$ cat src/rtl/sync_fifo_pkg.sv
// Shared constants, pointer type and level helper for the synchronous byte FIFO.
package sync_fifo_pkg;

  localparam int DATA_W_DEF   = 8;
  localparam int ADDR_W_DEF   = 4;
  localparam int AFULL_TH_DEF = 12;

  // One extra MSB beyond the address separates the full and empty cases.
  typedef logic [ADDR_W_DEF:0] ptr_t;

  function automatic ptr_t ptr_level(input ptr_t wr_ptr, input ptr_t rd_ptr);
    return wr_ptr - rd_ptr;
  endfunction

endpackage

$ cat src/rtl/sync_fifo_ram.sv
// Storage array for the FIFO: one write port and one registered read port, no reset.
module sync_fifo_ram #(
  parameter int DATA_W = 8,
  parameter int ADDR_W = 4
) (
  input  logic              clk,
  input  logic              we,
  input  logic [ADDR_W-1:0] waddr,
  input  logic [DATA_W-1:0] wdata,
  input  logic              re,
  input  logic [ADDR_W-1:0] raddr,
  output logic [DATA_W-1:0] rdata
);

  logic [DATA_W-1:0] mem [2**ADDR_W];

  // A read and a write to the same slot in one cycle returns the old word.
  always_ff @(posedge clk) begin
    if (we) mem[waddr] <= wdata;
    if (re) rdata      <= mem[raddr];
  end

endmodule

$ cat src/rtl/sync_fifo_buf.sv
// Single-clock byte FIFO with registered status flags and a one-cycle read latency.
// FIFO_STICKY_ERR_EN: overflow/underflow hold until reset instead of pulsing.
module sync_fifo_buf
  import sync_fifo_pkg::*;
#(
  parameter int DATA_W   = DATA_W_DEF,
  parameter int ADDR_W   = ADDR_W_DEF,
  parameter int AFULL_TH = AFULL_TH_DEF
) (
  input  logic              clk,
  input  logic              rst,
  input  logic              wr_en,
  input  logic [DATA_W-1:0] wrdata,
  input  logic              rd_en,
  output logic [DATA_W-1:0] rddata,
  output logic              rd_valid,
  output logic              full,
  output logic              empty,
  output logic              almost_full,
  output logic [ADDR_W:0]   data_count,
  output logic              overflow,
  output logic              underflow
);

  localparam ptr_t AFULL_LVL = ptr_t'(AFULL_TH);

  ptr_t wr_ptr_q, wr_ptr_d;
  ptr_t rd_ptr_q, rd_ptr_d;
  ptr_t count_q, count_d;
  logic full_q, full_d;
  logic empty_q, empty_d;
  logic afull_q, afull_d;
  logic rd_valid_q, rd_valid_d;
  logic rd_seen_q, rd_seen_d;
  logic ovf_q, ovf_d;
  logic unf_q, unf_d;
  logic rd_ok, wr_ok;
  logic ovf_cond, unf_cond;
  logic [DATA_W-1:0] ram_rdata;

  always_comb begin
    rd_ok    = rd_en & ~empty_q;
    wr_ok    = wr_en & (~full_q | rd_ok);
    ovf_cond = wr_en & ~wr_ok;
    unf_cond = rd_en & empty_q;

    wr_ptr_d = wr_ptr_q + ptr_t'(wr_ok);
    rd_ptr_d = rd_ptr_q + ptr_t'(rd_ok);
    count_d  = ptr_level(wr_ptr_d, rd_ptr_d);
    full_d   = (wr_ptr_d[ADDR_W] != rd_ptr_d[ADDR_W]) &&
               (wr_ptr_d[ADDR_W-1:0] == rd_ptr_d[ADDR_W-1:0]);
    empty_d  = (wr_ptr_d == rd_ptr_d);
    afull_d  = (count_d >= AFULL_LVL);

    rd_valid_d = rd_ok;
    rd_seen_d  = rd_seen_q | rd_ok;
`ifdef FIFO_STICKY_ERR_EN
    ovf_d = ovf_q | ovf_cond;
    unf_d = unf_q | unf_cond;
`else
    ovf_d = ovf_cond;
    unf_d = unf_cond;
`endif
  end

  always_ff @(posedge clk or posedge rst) begin
    if (rst) begin
      wr_ptr_q   <= '0;
      rd_ptr_q   <= '0;
      count_q    <= '0;
      full_q     <= 1'b0;
      empty_q    <= 1'b1;
      afull_q    <= 1'b0;
      rd_valid_q <= 1'b0;
      rd_seen_q  <= 1'b0;
      ovf_q      <= 1'b0;
      unf_q      <= 1'b0;
    end else begin
      wr_ptr_q   <= wr_ptr_d;
      rd_ptr_q   <= rd_ptr_d;
      count_q    <= count_d;
      full_q     <= full_d;
      empty_q    <= empty_d;
      afull_q    <= afull_d;
      rd_valid_q <= rd_valid_d;
      rd_seen_q  <= rd_seen_d;
      ovf_q      <= ovf_d;
      unf_q      <= unf_d;
    end
  end

  sync_fifo_ram #(
    .DATA_W (DATA_W),
    .ADDR_W (ADDR_W)
  ) u_ram (
    .clk   (clk),
    .we    (wr_ok),
    .waddr (wr_ptr_q[ADDR_W-1:0]),
    .wdata (wrdata),
    .re    (rd_ok),
    .raddr (rd_ptr_q[ADDR_W-1:0]),
    .rdata (ram_rdata)
  );

  // The RAM output register has no reset; mask it until a read lands after reset.
  assign rddata      = rd_seen_q ? ram_rdata : '0;
  assign rd_valid    = rd_valid_q;
  assign full        = full_q;
  assign empty       = empty_q;
  assign almost_full = afull_q;
  assign data_count  = count_q;
  assign overflow    = ovf_q;
  assign underflow   = unf_q;

endmodule

$ cat config.mk
export PLATFORM = sky130hd
export DESIGN_NAME = sync_fifo_buf
export DESIGN_NICKNAME = d
export VERILOG_FILES = /design/src/rtl/sync_fifo_pkg.sv /design/src/rtl/sync_fifo_ram.sv /design/src/rtl/sync_fifo_buf.sv
export SDC_FILE = /design/constraint.sdc
export NUM_CORES = 1
export LEC_CHECK = 0
export ABC_AREA = 0
export CORE_ASPECT_RATIO = 0.9
export CORE_UTILIZATION = 36
export CTS_BUF_LIST = sky130_fd_sc_hd__clkbuf_16
export DETAILED_ROUTE_END_ITERATION = 10
export DONT_BUFFER_PORTS = 1
export PLACE_DENSITY = 0.61
export SLEW_MARGIN = 20
export SYNTH_ARGS = -nofsm -noshare
export SYNTH_HDL_FRONTEND = slang
export SYNTH_HIERARCHICAL = 1
export SYNTH_SLANG_ARGS = --single-unit
export TNS_END_PERCENT = 20
$ cat constraint.sdc
create_clock -name clk -period 2.6 [get_ports clk]
set_input_delay 0.52 -clock clk [delete_from_list [all_inputs] [get_ports clk]]
set_output_delay 0.52 -clock clk [all_outputs]
set_load 0.005 [all_outputs]
After elaboration in Yosys (flattened, before gate mapping):

Memories as Yosys holds them, arrays and structs flattened. A register that Yosys moved wholly into a read port is not among the register bits.
Index checks and enable logic that the tools add are counted.
W data, S select, Z words.

* equality and inequality tests: 3
* reductions and logical operators: 1
* add/sub/neg operators: 3
* bitwise logic cells: 9
* multiplexer cells: 3
* magnitude comparators: 1

Operators with widths (number)
* $add A5 B1 Y5: 2
* $mux W8: 1
* $eq A5 B5 Y1: 1
* $ge A5 B4 Y1 const B: 1
* $sub A5 B5 Y5: 1
* $and A1 B1 Y1: 4
* $eq A4 B4 Y1: 1
* $not A1 Y1: 3
* $mux W1: 2
* $or A1 B1 Y1: 2
* $logic_and A1 B1 Y1: 1
* $ne A1 B1 Y1: 1

* word-level logic and storage cells: 31
* input bits: 12
* bits in writable memories: 128
* memories kept: 1
* output and inout port bits: 19
* register bits: 22

Memory list
* u_ram.mem: words 16, bits a word 8, rd ports 1, clocked after Yosys merged registers in 1, write ports 1, line sync_fifo_ram.sv:15 `logic [DATA_W-1:0] mem [2**ADDR_W];`

Longest topological paths before layout:

* depth after elaboration: 7
* depth in mapped cells: 11
* gate-level depth less buffers: 11

By module:

The synthesis kept the hierarchy.

Modules (own cells, without submodules)
* sync_fifo_ram: cells each 229, area each 5227.5 um^2, instances 1
* sync_fifo_buf: cells each 89, area each 1088.5 um^2, instances 1

Least setup slack after synthesis:

OpenSTA, ideal clock, no wires.

* path kind: in2reg
* from: input port rd_en
* to: register afull_q, in the netlist almost_full
* cell stages on the path: 10
* library setup time: 131 ps
* data arrival time: 2576 ps
* path buffers: 0
* data required time: 2469 ps
* slack: -107 ps
* path through: nand2b_1 a21boi_0 ha_1 ha_1 xor2_1 ha_1 nor2b_2 o21a_1 nor4_1 mux2i_1

* word-level cells in the longest chain between the ends: 6

Ends and longest elaborated chain
* start, declared: line sync_fifo_buf.sv:14 `input logic rd_en,`
* $and A1 B1 Y1: line sync_fifo_buf.sv:42 `rd_ok = rd_en & ~empty_q;`
* $or A1 B1 Y1: line sync_fifo_buf.sv:43 `wr_ok = wr_en & (~full_q | rd_ok);`
* $and A1 B1 Y1: line sync_fifo_buf.sv:43
* net wr_ok: line sync_fifo_buf.sv:37 `logic rd_ok, wr_ok;`
* $add A5 B1 Y5: line sync_fifo_buf.sv:47 `wr_ptr_d = wr_ptr_q + ptr_t'(wr_ok);`
* net wr_ptr_d[2]: line sync_fifo_buf.sv:27 `ptr_t wr_ptr_q, wr_ptr_d;`
* $sub A5 B5 Y5: line sync_fifo_pkg.sv:12 `return wr_ptr - rd_ptr;`
* $ge A5 B4 Y1: line sync_fifo_buf.sv:53 `afull_d = (count_d >= AFULL_LVL);`
* net afull_d: line sync_fifo_buf.sv:32 `logic afull_q, afull_d;`
* end signal, assigned: line sync_fifo_buf.sv:84 `afull_q <= afull_d;`
* end, declared: line sync_fifo_buf.sv:32

The timed path passes the listed nets, and every way through them passes these cells.

Worst setup path after layout:

* from: register empty_q, in the netlist empty
* to: register afull_q, in the netlist almost_full

* word-level cells in the longest chain between the ends: 7

Ends and longest elaborated chain
* start, declared: line sync_fifo_buf.sv:31 `logic empty_q, empty_d;`
* start signal, assigned: line sync_fifo_buf.sv:83 `empty_q <= empty_d;`
* $not A1 Y1: line sync_fifo_buf.sv:42
* $and A1 B1 Y1: line sync_fifo_buf.sv:42
* $or A1 B1 Y1: line sync_fifo_buf.sv:43
* $and A1 B1 Y1: line sync_fifo_buf.sv:43
* net wr_ok: line sync_fifo_buf.sv:37
* $add A5 B1 Y5: line sync_fifo_buf.sv:47
* net wr_ptr_d[2]: line sync_fifo_buf.sv:27
* $sub A5 B5 Y5: line sync_fifo_pkg.sv:12
* $ge A5 B4 Y1: line sync_fifo_buf.sv:53
* net afull_d: line sync_fifo_buf.sv:32

The timed path passes the listed nets, and every way through them passes these cells.

==> metrics.md <==
| Metric | Value |
|---|---|
| Die footprint | 0.0181 sq mm |
| CP Capture Type | register |
| Critical path type | reg -> reg |
| Antenna Nets Post-Route | 0 |
| DP HPWL | between 7000 and 8000 microns |
| CTS buffer count | 17 |
| Clk root buf | clkbuf_16 |
| Synth Area in XOR/XNOR | 1.88% |
| Seq pwr share | between 30 and 40% |
| P_leak | 2.56 nW |
| Compound-Gate Fraction of Synth Area | 2.85% |
| CP Launch Type | register |
| Fin Clk Skew | 7.88 ps |
| Total Wirelength | 11600 microns |
| Largest net degree at the start of global routing | 33 |
| Setup Viol. Count Final | 0 |
| Internal power | 6.16 mW |
| Global route overflow | 0 |
| Tot Pwr | between 9 and 10 mW |
| Min Tclk post-route | 2510 ps |
| Met2 Usage GRT | 22.2% |
| Max VDD drop | 0.500 mV |
| Final setup margin | around 90 ps |
| Max-cap violation count | 0 |
| Worst path arrival time | 2850 ps |
| Post-synth cell types | 40 |
| Avg Inst Size Synth | ~20 sq um |
| Hold Slack | 155 ps |
| Syn. warnings | 6 |
| Initial core utilization | 37.1% |
| Net Switching | 2.95 mW |
| Dpl ws | -178 ps |
| Port Buffers | 0 |
| Routing usage on met3 | under 10% |
| Post-Synth Simple-Gate Area | 5.23% |
| Worst reg2reg setup slack | 90 ps |
| Peak fanout along the critical path | 4 |
| Inserted Diodes | 0 |
| Clk sinks | 158 |
| First-pass GRT wire length | between 15000 and 20000 microns |
| Crit-path cells | nand2b_4, a21boi_4, ha_4, ha_2, xor2_4, ha_4, nor2b_2, a2111oi_4, a211oi_2, mux2i_1 |
| Syn Inst Count | 318 |
| CTS tree | done |
| Clock Power Share | 26.2% |
| Slowest Stage Delay on Critical Path | 390 ps |
| Vias per inst | 4.92 |
| Commonest non-fill, non-tap cell in the layout | edfxtp_1 |
| Final GP Congestion | about 0.77 |
| Routed via count | roughly 3000 |
| Max Clk Rate | 398 MHz |
| Hold Crit Class | in -> async |
| R2R Path Start | empty |
| Initial drt markers | 252 |
| Slew headroom | 44.2% |
| Vias in the first global route | around 3100 |
| M1 GR Usage | between 10% and 20% |
| Pwr dens | approximately 1200 mW/mm^2 |
| Mux cell area share after synthesis | 12.4% |
| Cell Count, Final, Fillers Out | 602 |
| Gr usage total | 14.0% |
| Placed Cells incl. Taps | 569 |
| Chip Width | 142 microns |
| H-tree levels | 4 |
| Row Count | 45 |
| Busiest grt layer | met2 |
| Req. time, crit path | 2940 ps |
| Pins Over Slew Limit | 0 |
| WL/cell | between 15 and 20 microns |
| Largest family of logic cells by synthesized area | multiplexers |
| Final hold vios | 0 |
| Outcome | finished clean |
| Setup TNS | 0 ps |
| Antenna violations before repair | 0 |
| Clock buffer depth | 2 |
| Most frequent cells in the layout | edfxtp_1 (136), buf_4 (27), dfrtp_1 (20) |
| P&R area growth vs syn | 17.7% |
| Worst r2r path cells | 10 |
| Seq cells post-synth | roughly 160 |
| Fin crit share | 96.5% |
| Layout cell share with drive strength beyond 1 | ~28% |
| Post-Syn Area | 0.00632 sq mm |
| Switching Share | 32.4% |
| NumNets Final | 376 |
| Core area | between 0.015 and 0.02 sq mm |
| Area share of fa/ha/maj cells after synthesis | 2.10% |
| Ports | 31 |
| Clock transition at path regs | 60 ps |
| Worst-Skew Late Latency | 420 ps |
| Syn_nets | 340 |
| Slowest-stage cell, CP | a2111oi_4 |
| Logic pwr share | 35.1% |
| Residual DRC | 0 |
| Die Ht | 128 microns |
| R2R Path End | almost_full |
| Pre-Repair DR Iteration Count | 4 |
| Worst Max-Slew Pin Slew | ~840 ps |
| # fillers | 1467 |
| Crit-path most repeated cell | ha_4 |
| Register area share after synthesis | between 70% and 80% |
## per-stage QoR
stage / util, % / area [sq um]
6_report: 43.7 / 7430
5_1_grt: 43.7 / 7430
4_1_cts: 43.3 / 7370
3_5_place_dp: 39.5 / 6720
3_3_place_gp: 39.5 / 6720
2_1_floorplan: - / 6320
## what timing repair did
item / in CTS / in global routing
buffers inserted: 1 / 0
resized for setup: 11 / 10
hold buffers: 0 / 0
pin swaps: 4 / 3
endpoints found under the hold margin: 0 / 0
endpoints found under the setup margin: 1 / 1
## kinds of logic (layout without fill, tap and decap cells)
logic type	count (synthesis)	count (layout)
compound gates	22	22
mux	33	33
buf+inv	23	72
xor+xnor	11	11
flops	158	158
fa+ha+maj	10	10
simple gates	61	61
## worst max-delay path by stage
| stage | from | to | slack, ps |
|---|---|---|---|
| after floorplan | empty | almost_full | 10 |
| after global placement | empty | almost_full | -10 |
| after global routing | empty | almost_full | -10 |
| final | empty | almost_full | 90 |
| after CTS | empty | almost_full | 7 |
| after detailed placement | rd_en | almost_full | -180 |
## cell type report
| cell class | count | area, sq um | area share [%] |
|---|---|---|---|
| sequential | 158 | 4640 | 62.4 |
| clock buffer | 17 | 425 | 5.72 |
| clock inverter | 15 | 154 | 2.07 |
| tap | 235 | 294 | 3.95 |
| inverter | 13 | 48.8 | 0.656 |
| timing repair buffer | 27 | 203 | 2.73 |
| multi-input combinational | 137 | 1670 | 22.5 |
## flip-flops by register name (all words and copies together), names as in the netlist
register,cells
full,1
rd_valid,1
underflow,1
empty,1
rd_ptr_q,5
wr_ptr_q,5
u_ram/rdata,8
data_count,5
rd_seen_q,1
overflow,1
u_ram/mem,128
almost_full,1
## power by group through the flow
| stage | clock network [mW] | registers (mW) | logic, mW |
|---|---|---|---|
| 2_1_floorplan | 0 | 3.50 | 2.19 |
| 3_3_place_gp | 0 | 3.54 | 2.85 |
| 3_5_place_dp | 0 | 3.56 | 2.93 |
| 4_1_cts | 2.43 | 3.51 | 3.08 |
| 5_1_grt | 2.54 | 3.57 | 3.48 |
| 6_report | 2.38 | 3.53 | 3.20 |
## synth_stat cells, drive strengths merged
cell | instances | share of area, %
nor2 | 15 | 0.89
dfrtp | 21 | 8.3
and4 | 1 | 0.14
edfxtp | 136 | 65
ha | 9 | 1.8
xnor2 | 6 | 0.95
a2111oi | 1 | 0.44
xor2 | 5 | 0.93
a22oi | 16 | 1.9
mux4 | 32 | 12
o21ai | 1 | 0.079
clkdlybuf4s25 | 3 | 0.48
fa | 1 | 0.32
a211oi | 1 | 0.12
buf | 7 | 0.89
or3b | 1 | 0.14
and3 | 1 | 0.099
nand2b | 4 | 0.40
nor2b | 3 | 0.34
mux2i | 1 | 0.16
inv | 13 | 0.77
nand3b | 3 | 0.36
nand3 | 5 | 0.55
nand2 | 10 | 0.59
o21a | 1 | 0.12
a21oi | 1 | 0.079
dfstp | 1 | 0.42
nor3 | 4 | 0.32
nand4 | 1 | 0.099
a21boi | 1 | 0.12
nor4 | 1 | 0.099
and2 | 11 | 1.1
and2b | 1 | 0.12
## per-layer routing
metal / up-vias / share of wire [%]
li1: 1336 / -
met1: 1565 / 46
met2: 44 / 48
met3: 17 / 3.7
met4: 0 / 1.6
met5: - / 0
## worst max-delay path, delay by kind of cell (launching register included)
family | cells | cell delay, ps
mux | 1 | 150
compound gates | 3 | 670
xor+xnor | 1 | 240
simple gates | 2 | 340
fa+ha+maj | 3 | 650
flops | 1 | 370
Power figures use the tool's default switching activity.
